**src/rtl/mem_ctrl_pkg.sv**
```systemverilog
// mem_ctrl_pkg
// Shared definitions for the RAM access controller: the controller state
// encoding, the default address/data/burst-length widths, and the depth
// of the 512 x 32 on-chip RAM the controller drives.
package mem_ctrl_pkg;

    localparam int ADDR_W_DEF = 9;
    localparam int DATA_W_DEF = 32;
    localparam int LEN_W_DEF  = 4;
    localparam int MEM_WORDS  = 512;

    typedef enum logic [1:0] {
        ST_IDLE  = 2'd0,
        ST_READ  = 2'd1,
        ST_WRITE = 2'd2,
        ST_DONE  = 2'd3
    } state_e;

endpackage

```
**src/rtl/mem_access_ctrl.sv**
```systemverilog
// mem_access_ctrl
// Initiator for a synchronous single-port RAM with one-cycle read latency.
// Accepts single or burst read/write requests over a valid/ready
// handshake and sequences the RAM read/write/address/data pins.
//
// Ports
//   clk, clr                    clock, asynchronous active-high reset
//   req_valid/req_ready         request handshake
//   req_write, req_addr, req_len  direction, start word, beats minus one
//   wr_data/wr_valid/wr_ready   write beat handshake
//   rd_data/rd_valid            read beat return
//   busy, done                  burst in progress, completion pulse
//   ram_read/ram_write/ram_addr/ram_wdata/ram_rdata  RAM pins
module mem_access_ctrl
    import mem_ctrl_pkg::*;
#(
    parameter int ADDR_W = ADDR_W_DEF,
    parameter int DATA_W = DATA_W_DEF,
    parameter int LEN_W  = LEN_W_DEF
) (
    input  logic              clk,
    input  logic              clr,
    input  logic              req_valid,
    output logic              req_ready,
    input  logic              req_write,
    input  logic [ADDR_W-1:0] req_addr,
    input  logic [LEN_W-1:0]  req_len,
    input  logic [DATA_W-1:0] wr_data,
    input  logic              wr_valid,
    output logic              wr_ready,
    output logic [DATA_W-1:0] rd_data,
    output logic              rd_valid,
    output logic              busy,
    output logic              done,
    output logic              ram_read,
    output logic              ram_write,
    output logic [ADDR_W-1:0] ram_addr,
    output logic [DATA_W-1:0] ram_wdata,
    input  logic [DATA_W-1:0] ram_rdata
);

    state_e            state_q, state_d;
    logic [ADDR_W-1:0] addr_q,  addr_d;
    logic [LEN_W-1:0]  len_q,   len_d;
    logic [LEN_W-1:0]  cnt_q,   cnt_d;
    logic              rd_valid_q;

    // State, address, length and beat-count registers.
    always_ff @(posedge clk or posedge clr) begin
        if (clr) begin
            state_q <= ST_IDLE;
            addr_q  <= {ADDR_W{1'b0}};
            len_q   <= {LEN_W{1'b0}};
            cnt_q   <= {LEN_W{1'b0}};
        end else begin
            state_q <= state_d;
            addr_q  <= addr_d;
            len_q   <= len_d;
            cnt_q   <= cnt_d;
        end
    end

    // Next-state logic and combinational RAM/handshake outputs.
    always_comb begin
        state_d   = state_q;
        addr_d    = addr_q;
        len_d     = len_q;
        cnt_d     = cnt_q;
        req_ready = 1'b0;
        wr_ready  = 1'b0;
        done      = 1'b0;
        ram_read  = 1'b0;
        ram_write = 1'b0;
        ram_addr  = {ADDR_W{1'b0}};
        ram_wdata = {DATA_W{1'b0}};
        case (state_q)
            ST_IDLE: begin
                req_ready = 1'b1;
                if (req_valid) begin
                    addr_d  = req_addr;
                    len_d   = req_len;
                    cnt_d   = {LEN_W{1'b0}};
                    state_d = req_write ? ST_WRITE : ST_READ;
                end else begin
                    state_d = ST_IDLE;
                end
            end
            ST_READ: begin
                // A read beat is issued every cycle; the address wraps
                // naturally at the top of the RAM.
                ram_read = 1'b1;
                ram_addr = addr_q;
                addr_d   = addr_q + ADDR_W'(1);
                cnt_d    = cnt_q + LEN_W'(1);
                if (cnt_q == len_q) begin
                    state_d = ST_DONE;
                end else begin
                    state_d = ST_READ;
                end
            end
            ST_WRITE: begin
                // The requester paces the burst; a low wr_valid stalls it.
                wr_ready  = 1'b1;
                ram_write = wr_valid;
                ram_addr  = addr_q;
                ram_wdata = wr_data;
                if (wr_valid) begin
                    addr_d = addr_q + ADDR_W'(1);
                    cnt_d  = cnt_q + LEN_W'(1);
                    if (cnt_q == len_q) begin
                        state_d = ST_DONE;
                    end else begin
                        state_d = ST_WRITE;
                    end
                end else begin
                    state_d = ST_WRITE;
                end
            end
            ST_DONE: begin
                done    = 1'b1;
                state_d = ST_IDLE;
            end
            default: begin
                state_d = ST_IDLE;
            end
        endcase
    end

    // Read data returns one cycle after the RAM read strobe.
    always_ff @(posedge clk or posedge clr) begin
        if (clr) begin
            rd_valid_q <= 1'b0;
        end else begin
            rd_valid_q <= ram_read;
        end
    end

    assign rd_valid = rd_valid_q;
    assign rd_data  = ram_rdata;
    assign busy     = (state_q != ST_IDLE);

endmodule

```
**config.mk**
```make
export PLATFORM = sky130hd
export DESIGN_NAME = mem_access_ctrl
export DESIGN_NICKNAME = d
export VERILOG_FILES = /design/src/rtl/mem_ctrl_pkg.sv /design/src/rtl/mem_access_ctrl.sv
export SDC_FILE = /design/constraint.sdc
export NUM_CORES = 1
export LEC_CHECK = 0
export CAP_MARGIN = 5
export CELL_PAD_IN_SITES_DETAIL_PLACEMENT = 0
export CELL_PAD_IN_SITES_GLOBAL_PLACEMENT = 2
export CORE_MARGIN = 2
export CORE_UTILIZATION = 14
export CTS_CLUSTER_DIAMETER = 200
export DETAILED_ROUTE_END_ITERATION = 12
export PLACE_DENSITY_LB_ADDON = 0.1
export SLEW_MARGIN = 20
export SYNTH_ARGS = -nofsm -noshare
export SYNTH_HDL_FRONTEND = slang
export SYNTH_SLANG_ARGS = --single-unit
```
**constraint.sdc**
```tcl
create_clock -name clk -period 2.3 [get_ports clk]
set_input_delay 0.23 -clock clk [delete_from_list [all_inputs] [get_ports clk]]
set_output_delay 0.23 -clock clk [all_outputs]
set_load 0.02 [all_outputs]
```
---- Word level (Yosys, flattened, before mapping) ----
Index checks and enable logic that the tools add are counted.
cells by class
  add/subtract/negate cells ............... 2
  equal/unequal tests ..................... 6
  muxes and demuxes ....................... 19
  reductions and logical operators ........ 6
operators with widths
  kind                   count
  $mux W32               1
  $mux W9                3
  $pmux W9 S3            1
  $pmux W4 S3            1
  $add A9 B1 Y9 const B  1
  $mux W2                4
  $mux W4                2
  $pmux W2 S4            1
  $mux W1                6
  $add A4 B1 Y4 const B  1
  $eq A2 B2 Y1 const B   2
  $eq A4 B4 Y1           1
  $ne A2 B2 Y1 const B   2
  $reduce_and A3 Y1      1
  $reduce_bool A3 Y1     1
  $eq A2 B1 Y1 const B   1
  $logic_not A2 Y1       1
  $reduce_and A2 Y1      1
  $reduce_bool A2 Y1     1
  $reduce_or A2 Y1       1
storage, ports and cells
  register bits after elaboration ......... 20
  output and inout bits ................... 80

---- Depth between registers and ports, before layout ----
Gate-level depths: netlist of run 1.
  depth in word-level cells ............... 4
  gate-level depth with buffers ........... 8
  gate-level depth less buffers ........... 6

---- Worst setup path before layout of run 1 ----
OpenSTA, ideal clock, no wires.
  path type ............................... reg2reg
  start ................................... register state_q[0]
  end ..................................... register addr_q[2]
  arrival time ............................ 1.833 ns
  required time ........................... 2.177 ns
  setup slack ............................. 0.344 ns
  cell stages (with the launch flop) ...... 8
  clock period less this slack ............ 1.956 ns
  cells stage by stage .................... dfrtp_1 -> inv_1 -> ha_1 -> nor2b_4 -> or3_1 -> clkbuf_2 -> or3_1 -> o221a_2
between the ends
  longest elaborated chain between the ends .. 3
  elaborated cells between the ends (all ways) .. 8
ends and longest elaborated chain
  what                                                                 line                   RTL
  start, declared                                                      mem_access_ctrl.sv:42  state_e state_q, state_d;
  start signal, assigned                                               mem_access_ctrl.sv:56  state_q <= state_d;
  $eq A2 B2 Y1 (tied with other cells)                                 mem_access_ctrl.sv:76  case (state_q)
  $ne A2 B2 Y1 (no line) / $reduce_bool A3 Y1 (equally long branches)  -
  $reduce_and A3 Y1 (no line)                                          -
  end signal, assigned                                                 mem_access_ctrl.sv:52  addr_q <= {ADDR_W{1'b0}};
  end signal, assigned                                                 mem_access_ctrl.sv:57  addr_q <= addr_d;
  end, declared                                                        mem_access_ctrl.sv:43  logic [ADDR_W-1:0] addr_q, addr_d;
Parallel ways exist; a longest one is shown, timed or not.
A chain may end at the register's enable or synchronous reset.

---- Worst setup path in the final report of run 1 ----
  start ................................... register state_q[0]
  end ..................................... output port ram_wdata[1]
between the ends
  longest elaborated chain between the ends .. 2
ends and longest elaborated chain
  what           line                   RTL
  $eq A2 B2 Y1   mem_access_ctrl.sv:76
  $mux W32       mem_access_ctrl.sv:76
  end, declared  mem_access_ctrl.sv:38  output logic [DATA_W-1:0] ram_wdata,
Every way passes these cells.

==> results.json, run 1 <==
{
  "status": "completed",
  "die-area_sq_um": 12700,
  "p_int_mw": 1.99,
  "wl_per_cell_um": 13.4,
  "tightestPinTransition_ps": 375,
  "finalSetupTns_ps": 0,
  "place_congestion": 0.675,
  "async_flop_share": 1.00,
  "yosysTopAreaCellShare": 0.303,
  "grt_max_degree": 27,
  "cts_tree": "done",
  "gr-total-overflow": 0,
  "p_switching_mw": 1.59,
  "crit_chain": "inv_1 > ha_1 > buf_6 > and2_1 > clkdlybuf4s50_1",
  "grt_pass1_wl_um": 8370,
  "diodes": 0,
  "drive_gt1_frac": 0.0695,
  "period_minus_slack_ps": 2170,
  "synth_cell_types": 34,
  "post-dp-hpwl_um": 4230,
  "max_stage_delay_ps": 610,
  "crit_fanout": 24,
  "netlist_area_sq_um": 1650,
  "grt_pass1_vias": 1510,
  "cp.required_ps": 2070,
  "finalSetupViolCount": 0,
  "layout_common_cells": "clkdlybuf4s50_1, and2_1, dfrtp_1",
  "endpoint": "ram_wdata[1]",
  "path_clk_slew_ps": 60,
  "cts_max_level": 1,
  "fin_crit_sh": 0.945,
  "die_h_um": 113,
  "drv_cap": 0,
  "ys_top_cells_by_area": "dfrtp_1, and2_1, buf_4",
  "combPwrFrac": 0.695,
  "fmax_mhz": 460,
  "clockBufferDepth": 2,
  "yosysTopAreaCell": "dfrtp_1",
  "cts.sinks": 20,
  "die_w_um": 113,
  "critPathKind": "reg2out",
  "via_per_inst": 3.78,
  "yosysWarnings": 0,
  "routed_wl_um": 5400,
  "core-area_sq_um": 11500,
  "timing.rr.start": "state_q[0]",
  "ys_seq_area_frac": 0.303,
  "p_per_area_nw_per_um2": 1320,
  "n_fill_cell": 1262,
  "area_growth_pct": 63.9,
  "via_count": 1520,
  "peakVddDrop_mv": 0.503,
  "dr.pass1.iters": 4,
  "worstSetupEndpointType": "output pin",
  "pin_count": 162,
  "rsz0062_at_grt": "no",
  "drtIter0Drc": 22,
  "cts_root_buf": "clkbuf_16",
  "final_common_cell": "clkdlybuf4s50_1",
  "fin_nets": 350,
  "crit_path_start": "state_q[0]",
  "clk_latency_ps": 260,
  "min-delay-path-class": "in2async",
  "r2r-end": "addr_q[2]",
  "power_mw": 3.58,
  "row_count": 39,
  "netlist_instances": 193,
  "hold_viol": 0,
  "arrival_ps": 1940,
  "seqPwrFrac": 0.191,
  "syn-mean-instance-area_sq_um": 8.56,
  "synth-edff-count": 0,
  "swShare": 0.444,
  "antenna_found_initial": 0,
  "start_util": 0.144,
  "ys_ff_latch": 20,
  "slowest_stage": "clkdlybuf4s50_1",
  "leakage_nw": 1.34,
  "slew_violations": 0,
  "skew_ps": 4.87,
  "relSlewSlack": 0.748,
  "place.port_buffers": 97,
  "grtUsageTotal": 0.0828,
  "rrSetupSlack_ps": 320,
  "start_kind": "register",
  "rr_worst_depth": 6,
  "clockPowerShare": 0.114,
  "cts_buffers": 3,
  "hold_ws_ps": 304,
  "antenna_left": 0,
  "synth_nets": 283,
  "drc_errors": 0,
  "synth-main-ff-cell": "dfrtp_1"
}
## worst min path at each step
stage                       from  depth (start not counted)         end
global route                 clr                          3    len_q[1]
global placement    ram_rdata[0]                          0  rd_data[0]
finish                       clr                          3    len_q[1]
floorplan                    clr                          1   addr_q[0]
CTS                          clr                          3    len_q[1]
detailed placement  ram_rdata[0]                          0  rd_data[0]
## routing by layer
layer,routed length (um),GRT usage,part of all wire,up-vias
met5,0,0,0,-
met4,65,0.0211,0.012,0
met3,564,0.0286,0.10,10
met2,2280,0.127,0.42,76
met1,2480,0.111,0.46,692
li1,-,-,-,742
## area by class of cell
cell class	instances	area, sq um	share of cell area
Multi-Input combinational cell	125	841	0.311
Clock buffer	4	88.8	0.0328
Inverter	7	26.3	0.00971
Timing Repair Buffer	103	1070	0.396
Tap cell	143	179	0.0661
Sequential cell	20	500	0.185
## flip-flops by register name (all words and copies together), names as in the netlist
| name | flops |
|---|---|
| addr_q | 9 |
| len_q | 4 |
| cnt_q | 4 |
| rd_valid | 1 |
| state_q | 2 |
## metrics by stage
step                instances  worst slack (ps)  utilization  cell area, sq um
global route              402             0.157        0.236              2710
floorplan                 193               344            -              1650
detailed placement        398               279        0.225              2570
finish                    402               126        0.236              2710
global placement          398               289        0.225              2570
CTS                       402              21.8        0.232              2660
## Yosys cell counts (4+ instances only)
master    count
nand3_1       8
buf_4        32
dfrtp_1      20
inv_1         7
nand2_1      11
mux2_2        4
and2_1       42
xor2_1        4
a21oi_1       7
clkbuf_1      6
ha_1          8
o21ai_0       9
## what timing repair did
action / in CTS / in global routing
buffers inserted: 0 / 0
hold buffers: 0 / 0
endpoints found under the setup margin: 1 / 32
gates resized for setup: 1 / 17
## logic make-up after synthesis
| kind of cell | Yosys count | synth area share |
|---|---|---|
| buffers and inverters | 48 | 0.188 |
| flip-flops | 20 | 0.303 |
| adder cells (fa/ha/maj) | 8 | 0.0606 |
| XOR/XNOR | 4 | 0.0212 |
| AO/OA/AOI/OAI | 29 | 0.112 |
| AND/OR/NAND/NOR | 79 | 0.282 |
| multiplexers | 5 | 0.0333 |
## worst max-delay path: cells and delay by family (launching register included)
family / cells / cell delay (ps)
DFF: 1 / 410
adders and majority gates: 1 / 220
and+or+nand+nor: 1 / 140
buffers and inverters: 3 / 920
## power groups by stage
stage	Sequential, mW	Combinational, mW	Clock (mW)
final	0.686	2.49	0.408
after detailed placement	0.691	2.59	0
after CTS	0.686	2.59	0.427
after global routing	0.715	2.75	0.443
after global placement	0.699	2.62	0
after floorplan	0.651	1.58	0
(Power assumes the default switching activity.)
==> run 2, diff against run 1 <==
--- a/config.mk
+++ b/config.mk
@@ -5,7 +5,6 @@
 export SDC_FILE = /design/constraint.sdc
 export NUM_CORES = 1
 export LEC_CHECK = 0
-export CAP_MARGIN = 5
 export CELL_PAD_IN_SITES_DETAIL_PLACEMENT = 0
 export CELL_PAD_IN_SITES_GLOBAL_PLACEMENT = 2
 export CORE_MARGIN = 2
==> results of run 2 <==
Same layout as run 1: the final DEF is identical, and so are final timing and power.
